[src/rtl/alu.sv]
// 8-bit accumulator ALU: eight ops, registered result with zero/carry flags, one-cycle latency.
// No backpressure; en=0 holds res/fz/fc, and rst clears them asynchronously.
module alu (
  input  logic       clk,
  input  logic       rst,
  input  logic       en,
  input  logic [7:0] a,
  input  logic [7:0] b,
  input  logic [2:0] fn,
  output logic [7:0] res,
  output logic       fz,
  output logic       fc
);

  typedef enum logic [2:0] {
    FN_ADI = 3'b000,
    FN_ADD = 3'b001,
    FN_SUB = 3'b010,
    FN_AND = 3'b011,
    FN_ORR = 3'b100,
    FN_XOR = 3'b101,
    FN_LSL = 3'b110,
    FN_LSR = 3'b111
  } fn_e;

  logic [7:0] res_q, res_d;
  logic       fz_q, fz_d;
  logic       fc_q, fc_d;
  logic [8:0] sum_d;
  logic [8:0] diff_d;

  // Bit 8 of the 9-bit difference is set exactly when a > b, i.e. a borrow.
  assign sum_d  = {1'b0, b} + {1'b0, a};
  assign diff_d = {1'b0, b} - {1'b0, a};

  always_comb begin
    res_d = 8'h00;
    fc_d  = 1'b0;
    case (fn_e'(fn))
      FN_ADI, FN_ADD: begin
        res_d = sum_d[7:0];
        fc_d  = sum_d[8];
      end
      FN_SUB: begin
        res_d = diff_d[7:0];
        fc_d  = diff_d[8];
      end
      FN_AND: res_d = a & b;
      FN_ORR: res_d = a | b;
      FN_XOR: res_d = a ^ b;
      FN_LSL: begin
        res_d = {a[6:0], 1'b0};
        fc_d  = a[7];
      end
      FN_LSR: begin
        res_d = {1'b0, a[7:1]};
        fc_d  = a[0];
      end
      default: begin
        res_d = 8'h00;
        fc_d  = 1'b0;
      end
    endcase
    fz_d = (res_d == 8'h00);
  end

  always_ff @(posedge clk or posedge rst) begin
    if (rst) begin
      res_q <= 8'h00;
      fz_q  <= 1'b0;
      fc_q  <= 1'b0;
    end else if (en) begin
      res_q <= res_d;
      fz_q  <= fz_d;
      fc_q  <= fc_d;
    end
  end

  assign res = res_q;
  assign fz  = fz_q;
  assign fc  = fc_q;

endmodule

[config.mk]
export PLATFORM = sky130hd
export DESIGN_NAME = alu
export DESIGN_NICKNAME = d
export VERILOG_FILES = /design/src/rtl/alu.sv
export SDC_FILE = /design/constraint.sdc
export NUM_CORES = 1
export LEC_CHECK = 0
export ABC_AREA = 1
export CORE_UTILIZATION = 48
export CTS_CLUSTER_DIAMETER = 80
export CTS_CLUSTER_SIZE = 30
export DETAILED_ROUTE_END_ITERATION = 8
export PLACE_DENSITY = 0.77
export SYNTH_ARGS = -nofsm -noshare
export SYNTH_HDL_FRONTEND = slang
export SYNTH_SLANG_ARGS = --single-unit
[constraint.sdc]
create_clock -name clk -period 0.8 [get_ports clk]
set_clock_uncertainty 0.15 [all_clocks]
set_input_delay 0.08 -clock clk [delete_from_list [all_inputs] [get_ports clk]]
set_output_delay 0.08 -clock clk [all_outputs]
set_load 0.02 [all_outputs]
==> results_dict.tcl, run 1 <==
set metrics [dict create \
    mappedNetlistArea_um2 1750 \
    synth.top_cell.area_share 0.172 \
    netlist_instances 274 \
    yosysTopAreaCell "ha_1" \
    synth_commonest_cells "71 x nand2_1, 34 x inv_1, 31 x nand3_1" \
    fp.dieH_um 62.3 \
    asyncSetResetFlopFracSynth 1.00 \
    error_message "[ERROR GRT-0232] Routing congestion too high. Check the congestion heatmap in the GUI." \
    grt_start_max_net_pins 11 \
    synth-warning-count 0 \
    placement.io_buffers 31 \
    start_util 0.512 \
    cts_htree_levels 1 \
    syn-mean-instance-area_um2 6.38 \
    flow.stopped_at "global routing" \
    synthesis.nets 322 \
    cts_num_sinks 10 \
    predominant_post_synthesis_flop_cell "dfrtp_1" \
    most_common_cell_in_the_netlist "nand2_1" \
    dp_hpwl_um 4490 \
    finalWeightedCongestion 0.926 \
    gr-usage-all-layers 0.633 \
    cts-root-buf "clkbuf_4" \
    io_pins 32 \
    timing.grt.repair.worst_endpoint "fz$_DFFE_PP0P_/D" \
    clock_tree.buffer_depth 2 \
    total_cts_buffers 3 \
    status "aborted with a tool error" \
    synth-seq-area-share 0.143 \
    placementRows 21 \
    number_of_flops_mapped_to_enable_cells_by_yosys 0 \
    worst-ep-kind "register input" \
    remaining_overflow_grt 8 \
    fp.dieW_um 62.3 \
    synthDistinctLibCells 36 \
    post_synth_main_area_contributors "ha_1 17%, nand2_1 15%, dfrtp_1 14%" \
    postSynthRegisterBits 10 \
]
metrics by stage:
step / util / hold slack, ns / instances / worst slack, ns / cell area (um2)
floorplan: - / -0.230 / 274 / -0.734 / 2000
global placement: 0.824 / 0.248 / 415 / -1.46 / 2820
detailed placement: 0.824 / 0.243 / 415 / -1.52 / 2820
CTS: 0.897 / -0.0149 / 429 / -0.887 / 3060
per-layer routing:
| metal | global-route usage | GRT overflow |
|---|---|---|
| met1 | 0.609 | 0 |
| met4 | 0.698 | 5 |
| met2 | 0.864 | 3 |
| met3 | 0.392 | 0 |
| met5 | 0.111 | 0 |
logic make-up after synthesis:
family	count (synthesis)	share of synthesized area
xor gates and xnor gates	2	0.0100
adders and majority gates	26	0.195
AOI/OAI and AO/OA	36	0.123
DFF	10	0.143
buffers and inverters	49	0.132
and+or+nand+nor	151	0.397
repair_timing:
action,4_1_cts
hold endpoints to repair,10
setup endpoints to repair,20
gates resized for setup,157
pin swaps,38
buffers inserted,12
==> run 2, diff against run 1 <==
Settings changed: CORE_UTILIZATION 48 to 40, CTS_CLUSTER_DIAMETER 80 to default, CTS_CLUSTER_SIZE 30 to default, PLACE_DENSITY 0.77 to default, PLACE_DENSITY_LB_ADDON from default to 0.15.
Clock period 0.8 ns to 1 ns, I/O delays scaled along.
==> results_dict.tcl, run 2 <==
set metrics [dict create \
    status "finished with violations" \
    violations_in_the_final_reports "negative hold slack, negative setup slack" \
    power.ir.vdd_worst_mv 0.403 \
    highest_achievable_clock_rate_mhz 597 \
    placementRows 23 \
    power_density_nw_per_um2 861 \
    cts_htree_levels 1 \
    synth-seq-area-share 0.143 \
    share_of_the_core_filled_with_cells_in_the_final_layout 0.808 \
    predominant_post_synthesis_flop_cell "dfrtp_1" \
    mostFrequentLayoutCells "79 x buf_4, 60 x nand2_1, 23 x buf_6" \
    antenna-diode-count 0 \
    startpoint_type "primary input" \
    routed_wire_length_per_instance_um 15.2 \
    syn-mean-instance-area_um2 6.38 \
    post_synth_main_area_contributors "ha_1 17%, nand2_1 15%, dfrtp_1 14%" \
    synth_commonest_cells "71 x nand2_1, 34 x inv_1, 31 x nand3_1" \
    grt_antenna_before_repair 0 \
    critPathSlowestCell "fa_2" \
    number_of_flops_mapped_to_enable_cells_by_yosys 0 \
    maxCapViolCount 0 \
    total_leakage_power_uw 0.00162 \
    asyncSetResetFlopFracSynth 1.00 \
    largest_reg_flops 8 \
    grt.met3_usage 0.0350 \
    proportion_of_layout_cells_with_a_drive_suffix_above_1 0.588 \
    route.vias.total 2391 \
    netlist_instances 274 \
    area_growth_pct 88.8 \
    arrival_ns 1.69 \
    synth-xor-area-share 0.0100 \
    finalWeightedCongestion 0.982 \
    most_common_cell_in_the_netlist "nand2_1" \
    worstSetupEndpointType "flip-flop" \
    initialDrtViolationCount 151 \
    slew-limit-headroom 0.758 \
    route.detailed.drc 0 \
    filler_cell_count 284 \
    cts-root-buf "clkbuf_8" \
    setup_viol 12 \
    min-delay-path-class "in -> async" \
    groute.layer.met1.usage 0.327 \
    total_cts_buffers 3 \
    placement.io_buffers 31 \
    timing.final.ws_setup_ns -0.675 \
    final_antenna_net_count 0 \
    rsz0062_at_grt "yes" \
    tritoncts "built" \
    dp_hpwl_um 4440 \
    drtPass1Iterations 5 \
    finalHoldWorstSlack_ns -0.00950 \
    post_synth_adder_cell_area 0.195 \
    synth.top_cell.area_share 0.172 \
    mappedNetlistArea_um2 1750 \
    core_region_area_um2 4090 \
    dominant_combinational_cell_family_by_area_after_synthesis "simple AND/OR/NAND/NOR gates" \
    postSynthRegisterBits 10 \
    routed_wire_length_um 6640 \
    layout_commonest_cell "buf_4" \
    layout_worst_path_cycle_share 1.67 \
    yosys-mux-area-fraction 0 \
    vias_per_cell 5.46 \
    start_util 0.428 \
    io_pins 32 \
    use_met2 0.494 \
    nNetsFinal 437 \
    fp.dieH_um 68.1 \
    synth-warning-count 0 \
    layout_min_cycle_time_ns 1.67 \
    synth-compound-area-share 0.123 \
    grt_start_max_net_pins 11 \
    synthesis.nets 322 \
    crit_type "in -> reg" \
    fp.dieW_um 68.1 \
    required_time_at_the_worst_slack_endpoint_ns 1.02 \
    grt_pass1_wl_um 9710 \
    first_global_vias 2167 \
    report.final.slew_viol_count 0 \
    yosys.area_share.simple 0.397 \
    gr-usage-all-layers 0.280 \
    clk_transition_reported_paths_ns 0.05 \
    grt_busiest_layer "met2" \
    clock_tree.buffer_depth 2 \
    die_area_um2 4640 \
    yosysTopAreaCell "ha_1" \
    cp_common_cell "nand3_2" \
    finalHoldViolCount 10 \
    place.detailed.instances 415 \
    remaining_overflow_grt 0 \
    final-instance-count-excl-fill 438 \
    synthDistinctLibCells 36 \
    cts_num_sinks 10 \
    timing_worst_slew_pin_value_ns 0.362 \
    critical-path-max-stage-delay_ns 0.42 \
    timing.critical_path.cells "buf_12 -> inv_12 -> ha_4 -> fa_2 -> o21ai_2 -> nand3_2 -> nand3_2 -> nand3_2 -> nor2_1 -> nand2_1 -> nor2_2 -> nand3_1 -> nand2_1" \
    insertion_delay_ns 0.23 \
    critical_path_peak_fanout 4 \
]
[run 2: cell counts after synthesis]
No cell type changed its count.
[run 2: report_power, final]
group          internal [uW]  switching (uW)
sequential               463            39.8
combinational            912             936
clock                    345             147
total                   1720            1120
[run 2: cell type report]
class | instances | area (um2) | area share
sequential | 10 | 250 | 0.0758
inverter | 41 | 214 | 0.0648
multi-input combinational | 215 | 1740 | 0.527
tap | 50 | 62.6 | 0.0190
timing repair buffer | 118 | 980 | 0.297
clock buffer | 4 | 55.1 | 0.0167
[run 2: what timing repair did]
action / CTS / global route
buffers inserted: 15 / 5
hold buffers: 0 / 0
setup endpoints to repair: 20 / 20
pin swaps: 45 / 41
resized for setup: 169 / 54
[run 2: kinds of logic after synthesis]
| family | after synthesis |
|---|---|
| AND/OR/NAND/NOR | 151 |
| buffers and inverters | 49 |
| AO/OA/AOI/OAI | 36 |
| adder cells (fa/ha/maj) | 26 |
| flip-flops | 10 |
| XOR/XNOR | 2 |
[run 2: path summary, 6_finish.rpt]
kind                         from     end  slack, ns  depth (start not counted)
min                           rst  res[0]     -0.009                          2
max                          b[0]      fz      -0.67                         13
min reg2reg                    fz      fz       0.36                          2
min in group clk             a[0]      fc       0.23                          6
max in group asynchronous     rst  res[5]       0.45                          2
max reg2reg                res[1]  res[1]       0.03                          3
[run 2: stage by stage]
step	setup TNS [ns]	power (uW)	setup slack [ns]	area, um2
final	-5.03	2840	-0.675	3300
after detailed placement	-13.29	1940	-1.31	2780
after global placement	-12.96	1930	-1.28	2780
after global routing	-5.88	3020	-0.791	3300
after floorplan	-3.55	1300	-0.554	2000
after CTS	-5.09	2660	-0.701	3160
[run 2: worst max-delay path, delay by kind of cell]
kind	cells	cell delay, ns
AOI/OAI and AO/OA	1	0.18
adders and majority gates	2	0.58
buffers and inverters	2	0.13
and+or+nand+nor	8	0.70
[run 2: routing by layer]
layer / vias up / wire, um
met1: 1099 / 2570
met2: 131 / 3310
met4: 0 / 268
met3: 33 / 489
li1: 1128 / -
met5: - / 0
Power figures use the tool's default switching activity.
